[config.mk]
export PLATFORM = sky130hd
export DESIGN_NAME = axi4_lite_regfile
export DESIGN_NICKNAME = d
export VERILOG_FILES = /design/src/rtl/axi4_lite_regfile.sv
export SDC_FILE = /design/constraint.sdc
export NUM_CORES = 1
export LEC_CHECK = 0
export ABC_AREA = 1
export ABC_CLOCK_PERIOD_IN_PS = 36000
export CAP_MARGIN = 20
export CORE_UTILIZATION = 24
export CTS_CLUSTER_SIZE = 20
export DETAILED_ROUTE_END_ITERATION = 8
export GPL_ROUTABILITY_DRIVEN = 1
export HOLD_SLACK_MARGIN = 0.08
export PLACE_DENSITY_LB_ADDON = 0.15
export SLEW_MARGIN = 10
export SYNTH_ARGS = -nofsm -noshare
export SYNTH_HDL_FRONTEND = slang
export SYNTH_SLANG_ARGS = --single-unit
[constraint.sdc]
create_clock -name aclk -period 36 [get_ports aclk]
set_input_delay 3.6 -clock aclk [delete_from_list [all_inputs] [get_ports aclk]]
set_output_delay 3.6 -clock aclk [all_outputs]
set_load 0.03 [all_outputs]
[src/rtl/axi4_lite_regfile.sv]
// rtl/axi4_lite_regfile.sv - AXI4-Lite register file; byte-strobe writes enabled by AXI4L_REGFILE_WSTRB_EN
module axi4_lite_regfile #(
    parameter int unsigned           DATA_WIDTH = 32,
    parameter int unsigned           ADDR_WIDTH = 32,
    parameter int unsigned           NUM_REGS   = 8,
    parameter logic [ADDR_WIDTH-1:0] BASE_ADDR  = '0
) (
    input  logic                           aclk,
    input  logic                           areset,
    input  logic [ADDR_WIDTH-1:0]          awaddr,
    input  logic                           awvalid,
    output logic                           awready,
    input  logic [DATA_WIDTH-1:0]          wdata,
    input  logic [DATA_WIDTH/8-1:0]        wstrb,
    input  logic                           wvalid,
    output logic                           wready,
    output logic [1:0]                     bresp,
    output logic                           bvalid,
    input  logic                           bready,
    input  logic [ADDR_WIDTH-1:0]          araddr,
    input  logic                           arvalid,
    output logic                           arready,
    output logic [DATA_WIDTH-1:0]          rdata,
    output logic [1:0]                     rresp,
    output logic                           rvalid,
    input  logic                           rready,
    output logic [NUM_REGS*DATA_WIDTH-1:0] reg_q,
    output logic [NUM_REGS-1:0]            wr_pulse
);

    localparam int unsigned           STRB_WIDTH  = DATA_WIDTH / 8;
    localparam int unsigned           LANE_BITS   = $clog2(STRB_WIDTH);
    localparam int unsigned           IDX_WIDTH   = (NUM_REGS > 1) ? $clog2(NUM_REGS) : 1;
    localparam logic [ADDR_WIDTH-1:0] NUM_REGS_A  = ADDR_WIDTH'(NUM_REGS);
    localparam logic [1:0]            RESP_OKAY   = 2'b00;
    localparam logic [1:0]            RESP_SLVERR = 2'b10;

    // Register index of an address: byte-lane bits are dropped after rebasing.
    function automatic logic [ADDR_WIDTH-1:0] word_index(input logic [ADDR_WIDTH-1:0] a);
        return (a - BASE_ADDR) >> LANE_BITS;
    endfunction

    // An address hits only at or above the base and inside the register window.
    function automatic logic addr_hit(input logic [ADDR_WIDTH-1:0] a);
        return (a >= BASE_ADDR) && (word_index(a) < NUM_REGS_A);
    endfunction

`ifdef AXI4L_REGFILE_WSTRB_EN
    // Only strobed byte lanes take the new data.
    function automatic logic [DATA_WIDTH-1:0] merge_word(input logic [DATA_WIDTH-1:0] old_word,
                                                         input logic [DATA_WIDTH-1:0] new_word,
                                                         input logic [STRB_WIDTH-1:0] strb);
        logic [DATA_WIDTH-1:0] res;
        res = old_word;
        for (int k = 0; k < int'(STRB_WIDTH); k++) begin
            if (strb[k]) begin
                res[k*8 +: 8] = new_word[k*8 +: 8];
            end
        end
        return res;
    endfunction
`endif

    // Register storage and AXI-facing state
    logic [DATA_WIDTH-1:0] r_regs [NUM_REGS];
    logic                  r_aw_full;
    logic [ADDR_WIDTH-1:0] r_aw_addr;
    logic                  r_w_full;
    logic [DATA_WIDTH-1:0] r_w_data;
    logic [STRB_WIDTH-1:0] r_w_strb;
    logic                  r_awready;
    logic                  r_wready;
    logic                  r_bvalid;
    logic [1:0]            r_bresp;
    logic [NUM_REGS-1:0]   r_wr_pulse;
    logic                  r_arready;
    logic                  r_rvalid;
    logic [DATA_WIDTH-1:0] r_rdata;
    logic [1:0]            r_rresp;

    // Write-path combinational terms
    logic                  w_aw_hs;
    logic                  w_w_hs;
    logic                  w_aw_avail;
    logic                  w_w_avail;
    logic [ADDR_WIDTH-1:0] w_wr_addr;
    logic [DATA_WIDTH-1:0] w_wr_data;
    logic [STRB_WIDTH-1:0] w_wr_strb;
    logic                  w_b_free;
    logic                  w_commit;
    logic                  w_wr_hit;
    logic [IDX_WIDTH-1:0]  w_wr_idx;
    logic [ADDR_WIDTH-1:0] w_wr_word;
    logic                  w_aw_full_nxt;
    logic                  w_w_full_nxt;
    logic [NUM_REGS-1:0]   w_reg_we;

    // Read-path combinational terms
    logic                  w_ar_hs;
    logic                  w_rd_hit;
    logic [IDX_WIDTH-1:0]  w_rd_idx;
    logic [ADDR_WIDTH-1:0] w_rd_word_idx;
    logic [DATA_WIDTH-1:0] w_rd_word;
    logic                  w_rvalid_nxt;

    assign w_aw_hs    = awvalid && r_awready;
    assign w_w_hs     = wvalid && r_wready;
    assign w_aw_avail = r_aw_full || w_aw_hs;
    assign w_w_avail  = r_w_full || w_w_hs;
    assign w_wr_addr  = r_aw_full ? r_aw_addr : awaddr;
    assign w_wr_data  = r_w_full ? r_w_data : wdata;
    assign w_wr_strb  = r_w_full ? r_w_strb : wstrb;

    // A new response may be produced in the cycle the old one is being taken.
    assign w_b_free   = !r_bvalid || bready;
    assign w_commit   = w_aw_avail && w_w_avail && w_b_free;

    assign w_wr_hit   = addr_hit(w_wr_addr);
    assign w_wr_word  = word_index(w_wr_addr);
    assign w_wr_idx   = w_wr_word[IDX_WIDTH-1:0];

    assign w_aw_full_nxt = w_aw_avail && !w_commit;
    assign w_w_full_nxt  = w_w_avail && !w_commit;

`ifndef AXI4L_REGFILE_WSTRB_EN
    logic w_unused_strb;
    assign w_unused_strb = ^w_wr_strb;
`endif

    // One-hot write enable for the committed register (none on a miss)
    always_comb begin
        w_reg_we = '0;
        for (int i = 0; i < int'(NUM_REGS); i++) begin
            w_reg_we[i] = w_commit && w_wr_hit && (w_wr_idx == IDX_WIDTH'(i));
        end
    end

    // AW and W holds fill independently and empty together on commit
    always_ff @(posedge aclk or posedge areset) begin
        if (areset) begin
            r_aw_full <= 1'b0;
            r_aw_addr <= '0;
            r_w_full  <= 1'b0;
            r_w_data  <= '0;
            r_w_strb  <= '0;
            r_awready <= 1'b0;
            r_wready  <= 1'b0;
        end else begin
            r_aw_full <= w_aw_full_nxt;
            r_w_full  <= w_w_full_nxt;
            r_awready <= !w_aw_full_nxt;
            r_wready  <= !w_w_full_nxt;
            if (w_aw_hs) begin
                r_aw_addr <= awaddr;
            end
            if (w_w_hs) begin
                r_w_data <= wdata;
                r_w_strb <= wstrb;
            end
        end
    end

    // Write response: set by a commit, held until bready
    always_ff @(posedge aclk or posedge areset) begin
        if (areset) begin
            r_bvalid <= 1'b0;
            r_bresp  <= RESP_OKAY;
        end else if (w_commit) begin
            r_bvalid <= 1'b1;
            r_bresp  <= w_wr_hit ? RESP_OKAY : RESP_SLVERR;
        end else if (r_bvalid && bready) begin
            r_bvalid <= 1'b0;
        end
    end

    // Register contents and the per-register written pulse
    always_ff @(posedge aclk or posedge areset) begin
        if (areset) begin
            for (int i = 0; i < int'(NUM_REGS); i++) begin
                r_regs[i] <= '0;
            end
            r_wr_pulse <= '0;
        end else begin
            r_wr_pulse <= w_reg_we;
            for (int i = 0; i < int'(NUM_REGS); i++) begin
                if (w_reg_we[i]) begin
`ifdef AXI4L_REGFILE_WSTRB_EN
                    r_regs[i] <= merge_word(r_regs[i], w_wr_data, w_wr_strb);
`else
                    r_regs[i] <= w_wr_data;
`endif
                end
            end
        end
    end

    assign w_ar_hs       = arvalid && r_arready;
    assign w_rd_hit      = addr_hit(araddr);
    assign w_rd_word_idx = word_index(araddr);
    assign w_rd_idx      = w_rd_word_idx[IDX_WIDTH-1:0];
    assign w_rvalid_nxt  = w_ar_hs ? 1'b1 : ((r_rvalid && rready) ? 1'b0 : r_rvalid);

    // Read mux over current register values (pre-commit on a same-edge write)
    always_comb begin
        w_rd_word = '0;
        for (int i = 0; i < int'(NUM_REGS); i++) begin
            if (w_rd_idx == IDX_WIDTH'(i)) begin
                w_rd_word = r_regs[i];
            end
        end
    end

    // Read channel: one outstanding response, arready is the inverse of rvalid
    always_ff @(posedge aclk or posedge areset) begin
        if (areset) begin
            r_rvalid  <= 1'b0;
            r_arready <= 1'b0;
            r_rdata   <= '0;
            r_rresp   <= RESP_OKAY;
        end else begin
            r_rvalid  <= w_rvalid_nxt;
            r_arready <= !w_rvalid_nxt;
            if (w_ar_hs) begin
                r_rdata <= w_rd_hit ? w_rd_word : '0;
                r_rresp <= w_rd_hit ? RESP_OKAY : RESP_SLVERR;
            end
        end
    end

    // Flatten register array onto the fabric-facing bus
    always_comb begin
        reg_q = '0;
        for (int i = 0; i < int'(NUM_REGS); i++) begin
            reg_q[i*DATA_WIDTH +: DATA_WIDTH] = r_regs[i];
        end
    end

    assign awready  = r_awready;
    assign wready   = r_wready;
    assign bvalid   = r_bvalid;
    assign bresp    = r_bresp;
    assign arready  = r_arready;
    assign rvalid   = r_rvalid;
    assign rdata    = r_rdata;
    assign rresp    = r_rresp;
    assign wr_pulse = r_wr_pulse;

endmodule
Yosys cells after proc, flatten, opt, wreduce, memory -nomap -nowiden
Index checks and enable logic that the tools add are counted.
Operators by class
  $lt $le $gt $ge: 4
  mux-type cells: 17
  equal/unequal tests: 14
  reductions and logical operators: 31
Operator list (count)
  32-bit 2-to-1 mux: 11
  32-bit by 1-bit greater-or-equal comparator with 1-bit output, second input constant: 2
  30-bit by 4-bit < comparator with 1-bit output, second input constant: 2
  3-bit == test, second input constant: 8
  1-bit logical AND: 20
  3-bit by 2-bit == test with 1-bit output, second input constant: 4
  3-bit by 1-bit == test with 1-bit output, second input constant: 2
  3-bit logical NOT: 2
  1-bit logical NOT: 5
  1-bit 2-to-1 mux: 4
  2-bit 2-to-1 mux: 2
  1-bit logical OR: 3
  2-bit nonzero test: 1
Storage, ports and cells
  register bits: 371
  output and inout port bits: 305
  logic and storage cells: 87

Depth between registers and ports, before layout
Gate-level depths: netlist of run 1.
  word-level depth: 10
  mapped depth: 12

Least setup slack after synthesis of run 1
OpenSTA, ideal clock, no wires.
  path kind: input to register
  from: in wvalid
  to: reg r_regs (netlist bit reg_q[213])
  slack: 30928 ps
  data required time: 35934 ps
  buffers on the path: 2
  arrival: 5006 ps
  setup time: 66 ps
  cell stages on the path: 10
  path through: nand2_1 -> nand2_1 -> nand2_1 -> a21oi_1 -> inv_2 -> nor2_2 -> buf_4 -> buf_2 -> nand3_1 -> nand2_1
On the way
  cells in the longest elaborated chain, start to end: 6
RTL lines
  from (decl): line 15  | input logic wvalid,
  1-bit logical AND: line 107  | assign w_w_hs = wvalid && r_wready;
  1-bit logical OR: line 109  | assign w_w_avail = r_w_full || w_w_hs;
  1-bit logical AND (2 in series): line 116  | assign w_commit = w_aw_avail && w_w_avail && w_b_free;
  1-bit logical AND (2 in series): line 134  | w_reg_we[i] = w_commit && w_wr_hit && (w_wr_idx == IDX_WIDTH'(i));
  to (signal, indexed assignment): line 190  | r_regs[i] <= w_wr_data;
  to (decl): line 65  | logic [DATA_WIDTH-1:0] r_regs [NUM_REGS];
Every way passes these cells.
A chain may end at the register's enable or synchronous reset.

Worst setup path after layout of run 1
  from: in wvalid
  to: reg r_regs (netlist bit reg_q[251])
The elaborated chain is that of the path after synthesis.

==> run_summary.xml, run 1 <==
<?xml version="1.0" encoding="UTF-8"?>
<metrics>
  <group name="yosys">
    <metric name="syn-instance-count" unit="">2212</metric>
    <metric name="netlist_top_cells_area" unit="">sky130_fd_sc_hd__dfrtp_1 54%, sky130_fd_sc_hd__nand2_1 20%, sky130_fd_sc_hd__nand3_1 8.8%, sky130_fd_sc_hd__nor2_1 4.2%, sky130_fd_sc_hd__inv_1 2.3%</metric>
    <metric name="synth-main-ff-cell" unit="">sky130_fd_sc_hd__dfrtp_1</metric>
    <metric name="synth.cell_area" unit="um2">17040</metric>
    <metric name="syn_avg_cell_area" unit="um2">7.702</metric>
    <metric name="most_area_hungry_cell_type_in_the_yosys_netlist" unit="">sky130_fd_sc_hd__dfrtp_1</metric>
    <metric name="synth.yosys.warnings" unit="">0</metric>
    <metric name="yosysMostFrequentCell" unit="">sky130_fd_sc_hd__nand2_1</metric>
    <metric name="postSynthRegisterBits" unit="">367</metric>
    <metric name="synth_enable_flop_cells" unit="">0</metric>
    <metric name="synth_cell_types" unit="">26</metric>
    <metric name="netlist.area_leader.share" unit="%">53.90</metric>
    <metric name="netlist_top_cells_count" unit="">894 x sky130_fd_sc_hd__nand2_1, 367 x sky130_fd_sc_hd__dfrtp_1, 301 x sky130_fd_sc_hd__nand3_1</metric>
    <metric name="synth_seq_area_share" unit="%">53.90</metric>
    <metric name="async_s_r_ff_share_synth" unit="%">100.0</metric>
  </group>
  <group name="detailed_routing">
    <metric name="routed-via-count" unit="">16634</metric>
    <metric name="drtIter0Drc" unit="">1402</metric>
    <metric name="detail_route.first_pass.iterations" unit="">5</metric>
    <metric name="detail_route.wirelength" unit="um">73620</metric>
    <metric name="wire_per_inst" unit="um">20.74</metric>
    <metric name="drcViolationCount" unit="">0</metric>
    <metric name="viasPerCell" unit="">4.686</metric>
    <metric name="detail-route-antenna-nets" unit="">0</metric>
  </group>
  <group name="setup_path">
    <metric name="cp-start-kind" unit="">input port</metric>
    <metric name="worst_r2r_path_depth" unit="">11</metric>
    <metric name="reg2reg_slack" unit="ps">31460</metric>
    <metric name="cp.required" unit="ps">36510</metric>
    <metric name="critical_path.reg2reg.startpoint" unit="">wready$_DFF_PP0_</metric>
    <metric name="timing.rr.end" unit="">reg_q[251]$_DFFE_PP0P_</metric>
    <metric name="cp_data_arrival_time" unit="ps">8130</metric>
    <metric name="timing.critical_path.fanout_max" unit="">66</metric>
    <metric name="critPathCaptureType" unit="">flip-flop</metric>
    <metric name="setup.worst_path.class" unit="">input port to flip-flop</metric>
  </group>
  <group name="global_route">
    <metric name="grt_util_all_layers" unit="%">20.11</metric>
    <metric name="grt_pass1_vias" unit="">16133</metric>
    <metric name="grt_first_pass_wirelength" unit="um">107400</metric>
    <metric name="grt_overflow" unit="">0</metric>
    <metric name="maximum_number_of_pins_on_one_net_before_global_route_repair" unit="">119</metric>
    <metric name="antenna_found_initial" unit="">6</metric>
  </group>
  <group name="final_layout">
    <metric name="filler_cell_count" unit="">7466</metric>
    <metric name="drive_gt1_share" unit="%">5.826</metric>
    <metric name="final_nets" unit="">2679</metric>
    <metric name="flow.area_growth_from_synthesis" unit="%">38.66</metric>
    <metric name="final-seq-area" unit="um2">9185</metric>
    <metric name="multi_input_comb_area" unit="um2">6910</metric>
  </group>
  <group name="timing">
    <metric name="max-slew-margin-rel" unit="%">30.67</metric>
    <metric name="fin_crit_sh" unit="%">21.18</metric>
    <metric name="finalMaxSlewViolations" unit="">0</metric>
    <metric name="timing_worst_slew_pin_value" unit="ps">1037</metric>
    <metric name="finalHoldViolCount" unit="">0</metric>
    <metric name="timing.final.crit_period" unit="ps">7623</metric>
    <metric name="final.hold.worst_slack" unit="ps">459.9</metric>
    <metric name="achievable-frequency" unit="MHz">131.2</metric>
    <metric name="rsz0062_at_grt" unit="">false</metric>
    <metric name="number_of_endpoints_failing_setup_at_the_final_stage" unit="">0</metric>
    <metric name="setup-tns-final" unit="ps">0</metric>
    <metric name="final.setup_skew" unit="ps">29.37</metric>
  </group>
  <group name="hold_path">
    <metric name="hold_path_startpoint" unit="">rvalid$_DFF_PP0_</metric>
    <metric name="hold_path.class" unit="">flip-flop to flip-flop</metric>
    <metric name="hold_path_depth" unit="">1</metric>
    <metric name="timing.hold.worst_endpoint" unit="">arready$_DFF_PP0_</metric>
  </group>
  <group name="clocking">
    <metric name="clk_transition_reported_paths" unit="ps">60</metric>
    <metric name="cts.repair_timing.setup_buffer_count" unit="">0</metric>
    <metric name="tritoncts.num_buffers" unit="">45</metric>
    <metric name="clock_path_buffers" unit="">3</metric>
    <metric name="cts_hold_buf" unit="">0</metric>
    <metric name="clock_tree_root_driver_cell" unit="">sky130_fd_sc_hd__clkbuf_16</metric>
    <metric name="clock_sink_count" unit="">367</metric>
    <metric name="clkLatencyLatePin" unit="ps">580</metric>
    <metric name="ctsResizeCount" unit="">0</metric>
    <metric name="cts_tree" unit="">built</metric>
    <metric name="cts-htree-levels" unit="">2</metric>
  </group>
  <group name="die">
    <metric name="start_util" unit="%">24.29</metric>
    <metric name="fp-row-count" unit="">97</metric>
    <metric name="vertical_extent_of_the_die" unit="um">268.4</metric>
    <metric name="ios" unit="">412</metric>
    <metric name="area_of_the_die" unit="um2">72060</metric>
    <metric name="area_of_the_placeable_core" unit="um2">70150</metric>
    <metric name="die_span_in_x" unit="um">268.4</metric>
  </group>
  <group name="placed_design">
    <metric name="place.gp.congestion" unit="">0.8474</metric>
    <metric name="placement.io_buffers" unit="">401</metric>
    <metric name="post_detailed_placement_half_perimeter_wirelength" unit="um">49790</metric>
  </group>
  <group name="flow_run">
    <metric name="maxCapViolations" unit="">0</metric>
  </group>
  <group name="run_status">
    <metric name="outcome" unit="">finished clean</metric>
  </group>
  <group name="pwr">
    <metric name="leakage" unit="nW">11.80</metric>
    <metric name="vdd_ir_drop_max" unit="V">0.00004198</metric>
    <metric name="p_per_area" unit="nW/um2">51.11</metric>
  </group>
</metrics>
## final cells by class
type / count / share of cell area [%]
tap: 940 / 4.979
antenna: 1 / 0.01059
inverter: 113 / 1.827
timing repair buffer: 443 / 18.37
sequential: 367 / 38.88
clock inverter: 11 / 0.7786
multi-input combinational: 1602 / 29.25
clock buffer: 73 / 5.900
## per-layer routing
metal / global-route usage [%] / vias to the layer above / share of wire (%)
met5: 0 / - / 0.030
met2: 31.89 / 695 / 45
met1: 27.69 / 8052 / 45
li1: - / 7766 / -
met4: 5.574 / 4 / 2.5
met3: 4.119 / 117 / 7.7
## critical path, stage by stage
cell                              delay (ps)
sky130_fd_sc_hd__clkdlybuf4s50_1         470
sky130_fd_sc_hd__nand2_2                  50
sky130_fd_sc_hd__buf_4                   320
sky130_fd_sc_hd__nand2_1                 160
sky130_fd_sc_hd__nand2_1                 110
sky130_fd_sc_hd__a21oi_1                 680
sky130_fd_sc_hd__inv_2                   160
sky130_fd_sc_hd__nor2_4                  780
sky130_fd_sc_hd__buf_4                   690
sky130_fd_sc_hd__buf_4                   720
sky130_fd_sc_hd__nand3_1                 170
sky130_fd_sc_hd__nand2_1                 100
## registers in the layout, summed over array words and instances, names as in the netlist, 8 cells and up
register and cells:
reg_q 256, r_w_data 32, rdata 32, r_aw_addr 30, wr_pulse 8
## layout by cell type (no fill, tap or decap), types with 6 or more instances in the layout
cell type / instances
sky130_fd_sc_hd__o21ai_1: 34
sky130_fd_sc_hd__nand4_1: 52
sky130_fd_sc_hd__inv_1: 104
sky130_fd_sc_hd__mux2_2: 9
sky130_fd_sc_hd__nor2_1: 188
sky130_fd_sc_hd__inv_2: 8
sky130_fd_sc_hd__nand2_1: 892
sky130_fd_sc_hd__buf_4: 39
sky130_fd_sc_hd__dfrtp_1: 366
sky130_fd_sc_hd__a21oi_1: 35
sky130_fd_sc_hd__clkbuf_1: 14
sky130_fd_sc_hd__o21ai_0: 52
sky130_fd_sc_hd__clkbuf_8: 12
sky130_fd_sc_hd__clkbuf_16: 47
sky130_fd_sc_hd__nor2_4: 11
sky130_fd_sc_hd__nand3b_1: 6
sky130_fd_sc_hd__nand3_1: 301
sky130_fd_sc_hd__clkdlybuf4s50_1: 401
## cells by family after synthesis
| kind of cell | count (synthesis) | synth area share (%) |
|---|---|---|
| flops | 367 | 53.90 |
| buf+inv | 244 | 6.059 |
| simple gates | 1468 | 35.77 |
| compound gates | 123 | 3.650 |
| mux | 9 | 0.5949 |
| other cells | 1 | 0.02201 |
## where the power goes
group / internal, mW / switching (mW) / total [mW]
clock: 0.300 / 0.188 / 0.487
sequential: 0.446 / 0.0282 / 0.475
combinational: 0.0561 / 0.189 / 0.245
total: 0.802 / 0.405 / 1.21
## how the worst max path moves through the flow
stage           start                     end  slack [ps]
6_report       wvalid  reg_q[251]$_DFFE_PP0P_       28380
5_1_grt        wvalid  reg_q[160]$_DFFE_PP0P_       27940
4_1_cts        wvalid  reg_q[251]$_DFFE_PP0P_       28460
3_5_place_dp   wvalid  reg_q[251]$_DFFE_PP0P_       27860
3_3_place_gp   wvalid  reg_q[225]$_DFFE_PP0P_       27900
2_1_floorplan  areset       arready$_DFF_PP0_       22210
## stage by stage
step                total power [mW]  setup WS (ps)  cell area [um2]  utilization [%]  cells
floorplan                     0.6157          22210            17040                -   2213
global placement              0.7254          27900            22010            31.38   3462
detailed placement            0.7285          27860            22040            31.42   3465
CTS                            1.225          28460            23620            33.67   3549
global route                   1.266          27940            23620            33.67   3549
finish                         1.207          28380            23620            33.68   3550
(Power assumes the default switching activity.)
==> run 2, diff against run 1 <==
Settings changed: ABC_CLOCK_PERIOD_IN_PS 36000 to 7740.
Clock period 36 ns to 7.74 ns, I/O delays scaled along.
==> run_summary.xml, run 2 (synthesis results as in run 1) <==
<?xml version="1.0" encoding="UTF-8"?>
<metrics>
  <group name="placed_design">
    <metric name="place.gp.congestion" unit="">0.8508</metric>
    <metric name="post_detailed_placement_half_perimeter_wirelength" unit="um">49380</metric>
    <metric name="placement.io_buffers" unit="">401</metric>
    <metric name="place_ws" unit="ps">2899</metric>
  </group>
  <group name="detailed_routing">
    <metric name="detail_route.first_pass.iterations" unit="">5</metric>
    <metric name="detail_route.wirelength" unit="um">73110</metric>
    <metric name="viasPerCell" unit="">4.664</metric>
    <metric name="wire_per_inst" unit="um">20.66</metric>
    <metric name="drtIter0Drc" unit="">1310</metric>
    <metric name="detail-route-antenna-nets" unit="">0</metric>
    <metric name="drcViolationCount" unit="">0</metric>
    <metric name="routed-via-count" unit="">16507</metric>
  </group>
  <group name="clocking">
    <metric name="cts_hold_buf" unit="">0</metric>
    <metric name="cts-htree-levels" unit="">2</metric>
    <metric name="cts.repair_timing.setup_buffer_count" unit="">0</metric>
    <metric name="cts_tree" unit="">built</metric>
    <metric name="ctsResizeCount" unit="">0</metric>
    <metric name="tritoncts.num_buffers" unit="">45</metric>
    <metric name="clock_sink_count" unit="">367</metric>
    <metric name="clk_transition_reported_paths" unit="ps">60</metric>
    <metric name="clkLatencyLatePin" unit="ps">580</metric>
    <metric name="clock_path_buffers" unit="">3</metric>
    <metric name="clock_tree_root_driver_cell" unit="">sky130_fd_sc_hd__clkbuf_16</metric>
  </group>
  <group name="setup_path">
    <metric name="critPathCaptureType" unit="">flip-flop</metric>
    <metric name="cp-start-kind" unit="">flip-flop</metric>
    <metric name="critical_path.reg2reg.startpoint" unit="">r_aw_full$_DFF_PP0_</metric>
    <metric name="worst_path_largest_cell_delay" unit="ps">800</metric>
    <metric name="crit_buf_inv" unit="">4</metric>
    <metric name="critical_path.cell_chain" unit="">inv_2 -&gt; or2_1 -&gt; o21ai_2 -&gt; inv_2 -&gt; nor2_4 -&gt; buf_4 -&gt; nand4_1 -&gt; buf_4 -&gt; nand2_1 -&gt; nand2_1</metric>
    <metric name="cp_data_arrival_time" unit="ps">4400</metric>
    <metric name="reg2reg_slack" unit="ps">3790</metric>
    <metric name="timing.critical_path.fanout_max" unit="">33</metric>
    <metric name="setup.worst_path.class" unit="">flip-flop to flip-flop</metric>
    <metric name="critical_path.slowest_cell" unit="">sky130_fd_sc_hd__nand4_1</metric>
    <metric name="crit_startpoint" unit="">r_aw_full$_DFF_PP0_</metric>
    <metric name="cp.required" unit="ps">8190</metric>
    <metric name="cp_top_family" unit="">buffers and inverters</metric>
  </group>
  <group name="timing">
    <metric name="finalWorstSetupSlack" unit="ps">3791</metric>
    <metric name="finalHoldViolCount" unit="">0</metric>
    <metric name="max-slew-margin-rel" unit="%">24.06</metric>
    <metric name="timing.final.crit_period" unit="ps">3949</metric>
    <metric name="fin_crit_sh" unit="%">51.02</metric>
    <metric name="number_of_endpoints_failing_setup_at_the_final_stage" unit="">0</metric>
    <metric name="timing_worst_slew_pin_value" unit="ps">1136</metric>
    <metric name="finalMaxSlewViolations" unit="">0</metric>
    <metric name="setup-tns-final" unit="ps">0</metric>
    <metric name="achievable-frequency" unit="MHz">253.2</metric>
    <metric name="rsz0062_at_grt" unit="">false</metric>
    <metric name="final.setup_skew" unit="ps">13.73</metric>
  </group>
  <group name="pwr">
    <metric name="leakage" unit="nW">11.71</metric>
    <metric name="p_per_area" unit="nW/um2">231.9</metric>
    <metric name="finalPower" unit="mW">5.450</metric>
    <metric name="vdd_ir_drop_max" unit="V">0.0001660</metric>
  </group>
  <group name="global_route">
    <metric name="grt_pass1_vias" unit="">16325</metric>
    <metric name="grt_first_pass_wirelength" unit="um">107700</metric>
    <metric name="antenna_found_initial" unit="">3</metric>
    <metric name="grt_util_all_layers" unit="%">20.13</metric>
    <metric name="grt_overflow" unit="">0</metric>
    <metric name="maximum_number_of_pins_on_one_net_before_global_route_repair" unit="">154</metric>
  </group>
  <group name="die">
    <metric name="area_of_the_die" unit="um2">72060</metric>
    <metric name="fp-row-count" unit="">97</metric>
    <metric name="area_of_the_placeable_core" unit="um2">70150</metric>
    <metric name="vertical_extent_of_the_die" unit="um">268.4</metric>
    <metric name="start_util" unit="%">24.29</metric>
    <metric name="die_span_in_x" unit="um">268.4</metric>
    <metric name="ios" unit="">412</metric>
  </group>
  <group name="final_layout">
    <metric name="drive_gt1_share" unit="%">5.464</metric>
    <metric name="multi_input_comb_area" unit="um2">6910</metric>
    <metric name="antenna_cells" unit="">0</metric>
    <metric name="final-seq-area" unit="um2">9185</metric>
    <metric name="layout.cells.most_common_list" unit="">892 x sky130_fd_sc_hd__nand2_1, 401 x sky130_fd_sc_hd__clkdlybuf4s50_1, 366 x sky130_fd_sc_hd__dfrtp_1</metric>
    <metric name="filler_cell_count" unit="">7469</metric>
    <metric name="layout.cells.most_common" unit="">sky130_fd_sc_hd__nand2_1</metric>
    <metric name="fin_util" unit="%">33.49</metric>
    <metric name="largest_register_ff_count" unit="">256</metric>
    <metric name="flow.area_growth_from_synthesis" unit="%">37.91</metric>
    <metric name="final_nets" unit="">2675</metric>
  </group>
  <group name="flow_run">
    <metric name="maxCapViolations" unit="">0</metric>
  </group>
  <group name="hold_path">
    <metric name="hold_path_startpoint" unit="">rvalid$_DFF_PP0_</metric>
    <metric name="hold_path.class" unit="">flip-flop to flip-flop</metric>
  </group>
  <group name="run_status">
    <metric name="outcome" unit="">finished clean</metric>
  </group>
</metrics>
## run 2: cell count changes in the layout (fill, tap and decap cells not counted), sizes merged
cell	previous run	this run
clkinv	5	4
clkinvlp	0	2
inv	114	112
buf	42	38
bufinv	5	2
diode	1	0
clkbuf	73	71
## run 2: path summary, 6_finish.rpt
path,cells after the start,to
setup reg to reg,10,reg_q[88]$_DFFE_PP0P_
max in group asynchronous,4,reg_q[62]$_DFFE_PP0P_
min in group asynchronous,3,rdata[26]$_DFFE_PP0P_
hold reg to reg,1,arready$_DFF_PP0_
hold / removal,1,arready$_DFF_PP0_
setup / recovery,10,reg_q[88]$_DFFE_PP0P_
## run 2: where the power goes
group          internal, mW  switching [mW]
combinational         0.265           0.901
sequential             2.08           0.105
clock                  1.25           0.855
## run 2: final cells by class
type / instances / area share (%)
clock buffer: 71 / 5.719
inverter: 113 / 1.821
multi-input combinational: 1602 / 29.41
clock inverter: 7 / 0.3728
sequential: 367 / 39.09
timing repair buffer: 439 / 18.58
tap: 940 / 5.006
## run 2: stage by stage
step	hold slack (ps)	cell area, um2	cells
after floorplan	452.9	17050	2213
after global placement	448.7	22010	3458
after detailed placement	461.8	22040	3460
after CTS	469.6	23480	3538
after global routing	490.2	23500	3539
final	473.3	23500	3539
## run 2: metal layers
layer / vias up / wire (um) / GRT usage, %
met5: - / 27 / 0
met4: 4 / 2030 / 5.743
met3: 110 / 5419 / 4.192
met2: 628 / 33490 / 32.13
met1: 8006 / 32140 / 27.43
li1: 7759 / - / -
## run 2: worst register-to-register path: stages (launching register included)
cell                      delay, ps
sky130_fd_sc_hd__dfrtp_1        690
sky130_fd_sc_hd__inv_2          230
sky130_fd_sc_hd__or2_1          270
sky130_fd_sc_hd__o21ai_2        220
sky130_fd_sc_hd__inv_2          220
sky130_fd_sc_hd__nor2_4         110
sky130_fd_sc_hd__buf_4          500
sky130_fd_sc_hd__nand4_1        810
sky130_fd_sc_hd__buf_4          580
sky130_fd_sc_hd__nand2_1        140
sky130_fd_sc_hd__nand2_1         50
==> run 3, diff against run 2 <==
Settings changed: ABC_CLOCK_PERIOD_IN_PS 7740 to 3950.
Clock period 7.74 ns to 3.95 ns, I/O delays scaled along.
==> run_summary.xml, run 3 (synthesis results as in run 1) <==
<?xml version="1.0" encoding="UTF-8"?>
<metrics>
  <group name="timing">
    <metric name="final.setup_skew" unit="ps">12.08</metric>
    <metric name="achievable-frequency" unit="MHz">328.0</metric>
    <metric name="fin_crit_sh" unit="%">77.19</metric>
    <metric name="max-slew-margin-rel" unit="%">29.67</metric>
    <metric name="number_of_endpoints_failing_setup_at_the_final_stage" unit="">0</metric>
    <metric name="rsz0062_at_grt" unit="">false</metric>
    <metric name="finalHoldViolCount" unit="">0</metric>
    <metric name="timing.final.crit_period" unit="ps">3049</metric>
    <metric name="finalMaxSlewViolations" unit="">0</metric>
    <metric name="timing_worst_slew_pin_value" unit="ps">1048</metric>
    <metric name="finalWorstSetupSlack" unit="ps">900.9</metric>
  </group>
  <group name="clocking">
    <metric name="clkLatencyLatePin" unit="ps">570</metric>
    <metric name="cts_tree" unit="">built</metric>
    <metric name="ctsResizeCount" unit="">0</metric>
    <metric name="cts-htree-levels" unit="">2</metric>
    <metric name="cts.repair_timing.setup_buffer_count" unit="">0</metric>
    <metric name="clock_path_buffers" unit="">3</metric>
    <metric name="clock_tree_root_driver_cell" unit="">sky130_fd_sc_hd__clkbuf_16</metric>
    <metric name="clk_transition_reported_paths" unit="ps">60</metric>
    <metric name="tritoncts.num_buffers" unit="">46</metric>
    <metric name="clock_sink_count" unit="">367</metric>
    <metric name="cts_hold_buf" unit="">0</metric>
  </group>
  <group name="final_layout">
    <metric name="final_nets" unit="">2695</metric>
    <metric name="flow.area_growth_from_synthesis" unit="%">39.31</metric>
    <metric name="largest_register_ff_count" unit="">256</metric>
    <metric name="filler_cell_count" unit="">7400</metric>
    <metric name="drive_gt1_share" unit="%">6.336</metric>
    <metric name="fin_util" unit="%">33.84</metric>
    <metric name="layout.cells.most_common" unit="">sky130_fd_sc_hd__nand2_1</metric>
    <metric name="layout.cells.most_common_list" unit="">892 x sky130_fd_sc_hd__nand2_1, 401 x sky130_fd_sc_hd__clkdlybuf4s50_1, 366 x sky130_fd_sc_hd__dfrtp_1</metric>
  </group>
  <group name="global_route">
    <metric name="antenna_found_initial" unit="">5</metric>
    <metric name="grt_pass1_vias" unit="">16194</metric>
    <metric name="grt_overflow" unit="">0</metric>
    <metric name="maximum_number_of_pins_on_one_net_before_global_route_repair" unit="">123</metric>
    <metric name="grt_first_pass_wirelength" unit="um">107500</metric>
    <metric name="grt_util_all_layers" unit="%">20.21</metric>
  </group>
  <group name="setup_path">
    <metric name="cp_data_arrival_time" unit="ps">3550</metric>
    <metric name="critPathCaptureType" unit="">flip-flop</metric>
    <metric name="timing.critical_path.fanout_max" unit="">36</metric>
    <metric name="cp-start-kind" unit="">flip-flop</metric>
    <metric name="cp.required" unit="ps">4450</metric>
    <metric name="setup.worst_path.class" unit="">flip-flop to flip-flop</metric>
  </group>
  <group name="pwr">
    <metric name="leakage" unit="nW">11.85</metric>
    <metric name="p_per_area" unit="nW/um2">455.1</metric>
    <metric name="finalPower" unit="mW">10.80</metric>
    <metric name="vdd_ir_drop_max" unit="V">0.0003775</metric>
  </group>
  <group name="detailed_routing">
    <metric name="detail-route-antenna-nets" unit="">0</metric>
    <metric name="detail_route.wirelength" unit="um">73490</metric>
    <metric name="routed-via-count" unit="">16451</metric>
    <metric name="viasPerCell" unit="">4.618</metric>
    <metric name="wire_per_inst" unit="um">20.63</metric>
    <metric name="drtIter0Drc" unit="">1277</metric>
    <metric name="drcViolationCount" unit="">0</metric>
    <metric name="detail_route.first_pass.iterations" unit="">7</metric>
  </group>
  <group name="die">
    <metric name="start_util" unit="%">24.29</metric>
    <metric name="area_of_the_placeable_core" unit="um2">70150</metric>
    <metric name="fp-row-count" unit="">97</metric>
    <metric name="vertical_extent_of_the_die" unit="um">268.4</metric>
    <metric name="ios" unit="">412</metric>
    <metric name="area_of_the_die" unit="um2">72060</metric>
    <metric name="die_span_in_x" unit="um">268.4</metric>
  </group>
  <group name="flow_run">
    <metric name="maxCapViolations" unit="">0</metric>
  </group>
  <group name="placed_design">
    <metric name="place.gp.congestion" unit="">0.8311</metric>
    <metric name="place_ws" unit="ps">866.9</metric>
    <metric name="placement.io_buffers" unit="">401</metric>
    <metric name="post_detailed_placement_half_perimeter_wirelength" unit="um">51350</metric>
  </group>
  <group name="run_status">
    <metric name="outcome" unit="">finished clean</metric>
  </group>
  <group name="hold_path">
    <metric name="hold_path.class" unit="">input port to async pin</metric>
  </group>
</metrics>
run 3: cell types whose count changed in the layout (fill, tap and decap cells not counted), sizes merged:
cell,delta
bufinv,-1
buf,+19
inv,+1
clkbuf,+1
clkinv,+2
diode,+2
clkinvlp,-1
run 3: worst max-delay path: stages (launching register included):
cell                      delay, ps
sky130_fd_sc_hd__dfrtp_1        720
sky130_fd_sc_hd__inv_2          230
sky130_fd_sc_hd__nor2_1         200
sky130_fd_sc_hd__nand3_1        100
sky130_fd_sc_hd__nand2_1         60
sky130_fd_sc_hd__nand2_1         80
sky130_fd_sc_hd__nor2_4         290
sky130_fd_sc_hd__nand2_1        160
sky130_fd_sc_hd__nor2_4         330
sky130_fd_sc_hd__buf_12         260
sky130_fd_sc_hd__buf_4          300
sky130_fd_sc_hd__nand3_1        100
sky130_fd_sc_hd__nand2_1        100
run 3: cell type report:
| class | instances | area [um2] | share of cell area [%] |
|---|---|---|---|
| Antenna cell | 2 | 5.005 | 0.02109 |
| Clock buffer | 72 | 1433 | 6.036 |
| Clock inverter | 8 | 68.82 | 0.2899 |
| Inverter | 113 | 427.9 | 1.803 |
| Multi-Input combinational cell | 1602 | 6910 | 29.11 |
| Sequential cell | 367 | 9185 | 38.70 |
| Tap cell | 940 | 1176 | 4.955 |
| Timing Repair Buffer | 458 | 4529 | 19.08 |
run 3: report_power, final:
group	switching, mW	internal [mW]
logic	1.76	0.530
clock network	1.70	2.54
registers	0.210	4.07
total	3.67	7.14
run 3: worst paths after layout:
path | endpoint | slack (ps) | depth (start not counted) | startpoint
hold / removal | rdata[26]$_DFFE_PP0P_ | 260 | 2 | areset
setup reg to reg | reg_q[122]$_DFFE_PP0P_ | 900 | 12 | r_aw_full$_DFF_PP0_
setup / recovery | reg_q[122]$_DFFE_PP0P_ | 900 | 12 | r_aw_full$_DFF_PP0_
min in group aclk | arready$_DFF_PP0_ | 380 | 3 | rready
hold reg to reg | arready$_DFF_PP0_ | 470 | 1 | rvalid$_DFF_PP0_
max in group asynchronous | r_w_full$_DFF_PP0_ | 2480 | 3 | areset
run 3: stage by stage:
step	instance area (um2)	std cells	hold slack [ps]	TNS [ps]
floorplan	17050	2213	452.9	-502490
global placement	22230	3480	449.2	0
detailed placement	22230	3480	461.9	0
CTS	23730	3560	261.1	0
global route	23730	3560	281.5	0
finish	23740	3562	263.9	0
run 3: per-layer routing:
| metal | share of wire (%) | vias to the layer above | routed length (um) | track usage [%] |
|---|---|---|---|---|
| met4 | 2.4 | 6 | 1733 | 5.451 |
| met3 | 6.8 | 101 | 4995 | 4.027 |
| met2 | 46 | 593 | 33650 | 32.15 |
| met5 | 0.046 | - | 34 | 0 |
| li1 | - | 7796 | - | - |
| met1 | 45 | 7955 | 33070 | 27.87 |
==> edit 1, RTL diff (flow settings as in run 3) <==
The parameter `NUM_REGS` goes from 8 to 16.
--- a/src/rtl/axi4_lite_regfile.sv
+++ b/src/rtl/axi4_lite_regfile.sv
@@ -2,7 +2,7 @@
 module axi4_lite_regfile #(
     parameter int unsigned           DATA_WIDTH = 32,
     parameter int unsigned           ADDR_WIDTH = 32,
-    parameter int unsigned           NUM_REGS   = 8,
+    parameter int unsigned           NUM_REGS   = 16,
     parameter logic [ADDR_WIDTH-1:0] BASE_ADDR  = '0
 ) (
     input  logic                           aclk,
Ports: changed (resized reg_q and wr_pulse); port bits go from 412 to 676. The function was not compared with the original's and may differ.
==> edit 1 against run 3 <==
  * Cell area rose by 66%
  * Wire length grew 83%
  * Global-route usage rose by 2.3 points
  * Power rose by 70%
  * Setup slack got worse by 59 ps
  * Synthesized area grew 64%
  * Sequential cell count grew 264
  * First-iteration DRC count increased by 31%
  * Critical endpoint is now reg_q[9]
  * Largest cell class unchanged
==> edit 1: results (changes against run 3) <==
[run_status]
status=finished clean

[layout]
drive_gt1_frac=0.0959  ; +0.0326
n_antenna_cell=0  ; -2
layout.filler_cells=12000  ; +63%

[placement]
place_area_um2=36700  ; +65%
gp_congestion=0.840  ; +1.1%
port_buffers=665  ; +66%
dp.final_hpwl_mm=98.4  ; +92%
dp_worst_setup_slack_ps=354  ; -513 ps

[drt]
drtIter0Drc=1671  ; +31%
wl_met2_mm=65.2  ; +94%
top_layer_used=met4
met1_length_mm=55.2  ; +67%

[power]
vdd_ir_drop_max_uv=287  ; -24%
p_per_area_nw_per_um2=466  ; +2.3%

[logic_synthesis]
ys_seq_area_frac=0.565  ; +0.0256
synth_common_cells=1127 x nand2_1, 631 x dfrtp_1, 351 x o21ai_1
ys_top_cells_by_area=dfrtp_1 56%, nand2_1 15%, o21ai_1 6.3%, o21ai_0 4.1%, inv_1 2.5%

[critical_path]
crit_arrival_ps=3610  ; +60 ps
path_max_fanout=64  ; +78%

[timing]
worst_slew_pin_slew_ps=1150  ; +103 ps
fin_skew_ps=26.6  ; +14.5 ps

[grt]
grt_pass1_wl_mm=189  ; +76%
grt_max_degree=104  ; -15%
grt_antenna_before_repair=1  ; -4
grt_usage=0.225  ; +0.0231

[clock_network]
worstSkewPairLatency_ps=650  ; +80 ps

==> edit 1: changes by cell type in the layout (fill, tap and decap cells not counted), sizes merged, moves of 12 or more <==
cell / delta
a21oi: +12
buf: +56
clkbuf: +44
clkdlybuf4s50: +264
clkinv: +12
dfrtp: +264
inv: +79
nand2: +234
nand3: -167
nand4: +32
nor3: +35
o21ai: +514
or2: +60
==> edit 1: cell type report <==
type / instances / share of cell area
Clock buffer: 116 / 0.0596
Clock inverter: 27 / 0.00981
Inverter: 193 / 0.0185
Multi-Input combinational cell: 2310 / 0.269
Sequential cell: 631 / 0.401
Tap cell: 1512 / 0.0480
Timing Repair Buffer: 778 / 0.195
==> edit 1: final timing paths <==
kind / slack [ps] / to / cells after the start / start
max: 840 / reg_q[9] / 11 / r_aw_full
min: 230 / reg_q[50] / 2 / areset
max reg2reg: 840 / reg_q[9] / 11 / r_aw_full
min reg2reg: 470 / r_aw_addr[5] / 2 / r_aw_addr[5]
max in group asynchronous: 2570 / reg_q[476] / 4 / areset
min in group aclk: 320 / r_aw_addr[7] / 3 / awaddr[7]
==> edit 1: critical path, cell delays in order (launching register included) <==
cell and delay, ps:
dfrtp_1 500, inv_2 290, nand3_1 110, o32ai_1 310, nand3_1 120, a21oi_1 260, nand2_4 100, nor2_8 420
nand3_2 120, buf_4 360, nand2_1 150, o21ai_0 90
==> edit 1: power by group <==
part / internal [mW] / switching (mW)
Combinational: 0.772 / 2.81
Sequential: 6.80 / 0.232
Clock: 4.71 / 3.03
==> edit 1: cell families after synthesis <==
family | synth area share
other | 0.000134
buffers and inverters | 0.0622
AOI/OAI and AO/OA | 0.121
and+or+nand+nor | 0.252
DFF | 0.565
==> edit 2, RTL diff (flow settings as in run 3) <==
Without the edit above. Make the reset (`areset`) synchronous in 4 clocked blocks.
--- a/src/rtl/axi4_lite_regfile.sv
+++ b/src/rtl/axi4_lite_regfile.sv
@@ -136,7 +136,7 @@
     end
 
     // AW and W holds fill independently and empty together on commit
-    always_ff @(posedge aclk or posedge areset) begin
+    always_ff @(posedge aclk) begin
         if (areset) begin
             r_aw_full <= 1'b0;
             r_aw_addr <= '0;
@@ -161,7 +161,7 @@
     end
 
     // Write response: set by a commit, held until bready
-    always_ff @(posedge aclk or posedge areset) begin
+    always_ff @(posedge aclk) begin
         if (areset) begin
             r_bvalid <= 1'b0;
             r_bresp  <= RESP_OKAY;
@@ -174,7 +174,7 @@
     end
 
     // Register contents and the per-register written pulse
-    always_ff @(posedge aclk or posedge areset) begin
+    always_ff @(posedge aclk) begin
         if (areset) begin
             for (int i = 0; i < int'(NUM_REGS); i++) begin
                 r_regs[i] <= '0;
@@ -211,7 +211,7 @@
     end
 
     // Read channel: one outstanding response, arready is the inverse of rvalid
-    always_ff @(posedge aclk or posedge areset) begin
+    always_ff @(posedge aclk) begin
         if (areset) begin
             r_rvalid  <= 1'b0;
             r_arready <= 1'b0;
Formal check against the unedited RTL: differs if areset is asserted again (counterexample within 4 cycles, from zero or initial values and one cycle with areset high); with areset held inactive, the same outputs for 4 cycles.
==> edit 2 against run 3 <==
  * Power fell by 6.9%
  * Cell area fell by 6.0%
  * Wire length fell by 16%
  * Via count fell by 19%
  * Clock power rose by 3%
  * Sequential cell count did not move
  * Clock skew rose by 1.4 ps
  * First-iteration DRC count fell by 35%
  * Synthesized area fell by 6.7%
  * Setup slack got worse by 57 ps
  * Highest routed layer unchanged
==> edit 2: results (changes against run 3) <==
[drt]
drtIter0Drc=831  ; -35%
routed_wl_mm=62.0  ; -16%
vias_per_cell=4.46  ; -3.5%
first_pass_iters=4  ; -3

[logic_synthesis]
synth_edf_count=256  ; +256
syn_avg_cell_area_um2=9.23  ; +20%
ys_top_cells_by_area=edfxtp_1 48%, dfxtp_1 14%, nor2_1 12%, nand2_1 6.7%, nand4_1 4.0%
synthMuxAreaShare=0  ; -0.00595
synth.distinct_cells=29  ; +12%
synth_compound_area_frac=0.0501  ; +0.0136
synth_common_cells=488 x nor2_1, 285 x nand2_1, 256 x edfxtp_1
ys_seq_area_frac=0.623  ; +0.0842
synthArstFlopShare=0  ; -1.00

[power]
p_leak_nw=8.52  ; -28%
p_clk_mw=4.37  ; +3%
vdd_ir_drop_max_uv=264  ; -30%
comb-power_mw=1.28  ; -44%
sw_frac_of_total=0.259  ; -0.0801
total_power_mw=10.1  ; -6.9%

[grt]
grt_pass1_vias=12600  ; -22%
grt_antenna_before_repair=6  ; +1
grt_usage=0.179  ; -0.0229
grt_max_degree=56  ; -54%
grt_pass1_wl_mm=88.7  ; -17%

[timing]
fin_skew_ps=13.5  ; +1.39 ps
slew_headroom=0.352  ; +0.0556

[layout]
drive_gt1_frac=0.0656  ; +0.00221
largest_reg_flops=256  ; unchanged
final_cell_count_no_fill=2991  ; -16%
layout.filler_cells=6594  ; -11%
regMostFlops=r_regs
fin_nets=2207  ; -18%

[placement]
place_area_um2=20700  ; -6.7%
dp_worst_setup_slack_ps=824  ; -43.3 ps
gp_congestion=0.869  ; +4.5%
dp.final_hpwl_mm=46.0  ; -10%
dp_cells=2909  ; -16%

[critical_path]
cp_top_family=buffers and inverters
max_stage_delay_ps=690  ; -30 ps
path_max_fanout=34  ; -5.6%
crit_arrival_ps=3300  ; -250 ps
crit_slowest_cell=dfxtp_1

[worst_hold_path]
hold_path_class=input port to flop

[clock_network]
numCtsBuffers=44  ; -4.3%
cts_root_buffer=clkbuf_16

[run_status]
status=finished clean

-- edit 2: area by class of cell --
class	instances	area, um^2	area share
antenna	1	2.50	0.000112
clock buffer	61	1250	0.0559
clock inverter	20	310	0.0139
inverter	108	407	0.0182
multi-input combinational	1139	5040	0.226
sequential	367	9910	0.444
tap	855	1070	0.0480
timing repair buffer	440	4320	0.194
-- edit 2: worst paths after layout --
path                                 from  slack, ps  cells past startpoint       endpoint
worst min-delay path               areset        400                      2  r_regs[6][21]
worst min register to register   rdata[0]        470                      2       rdata[0]
worst max register to register  r_aw_full        840                     11  r_regs[2][10]
worst max-delay path            r_aw_full        840                     11  r_regs[2][10]
-- edit 2: routing by layer --
layer | wire (um) | GRT usage
met1 | 27400 | 0.241
met2 | 27900 | 0.278
met3 | 5100 | 0.0523
met4 | 1480 | 0.0520
met5 | 48 | 0
-- edit 2: stage by stage --
step                hold slack (ps)   util
floorplan                       430      -
global placement                443  0.319
detailed placement              458  0.319
CTS                             368  0.343
global route                    403  0.343
finish                          401  0.343
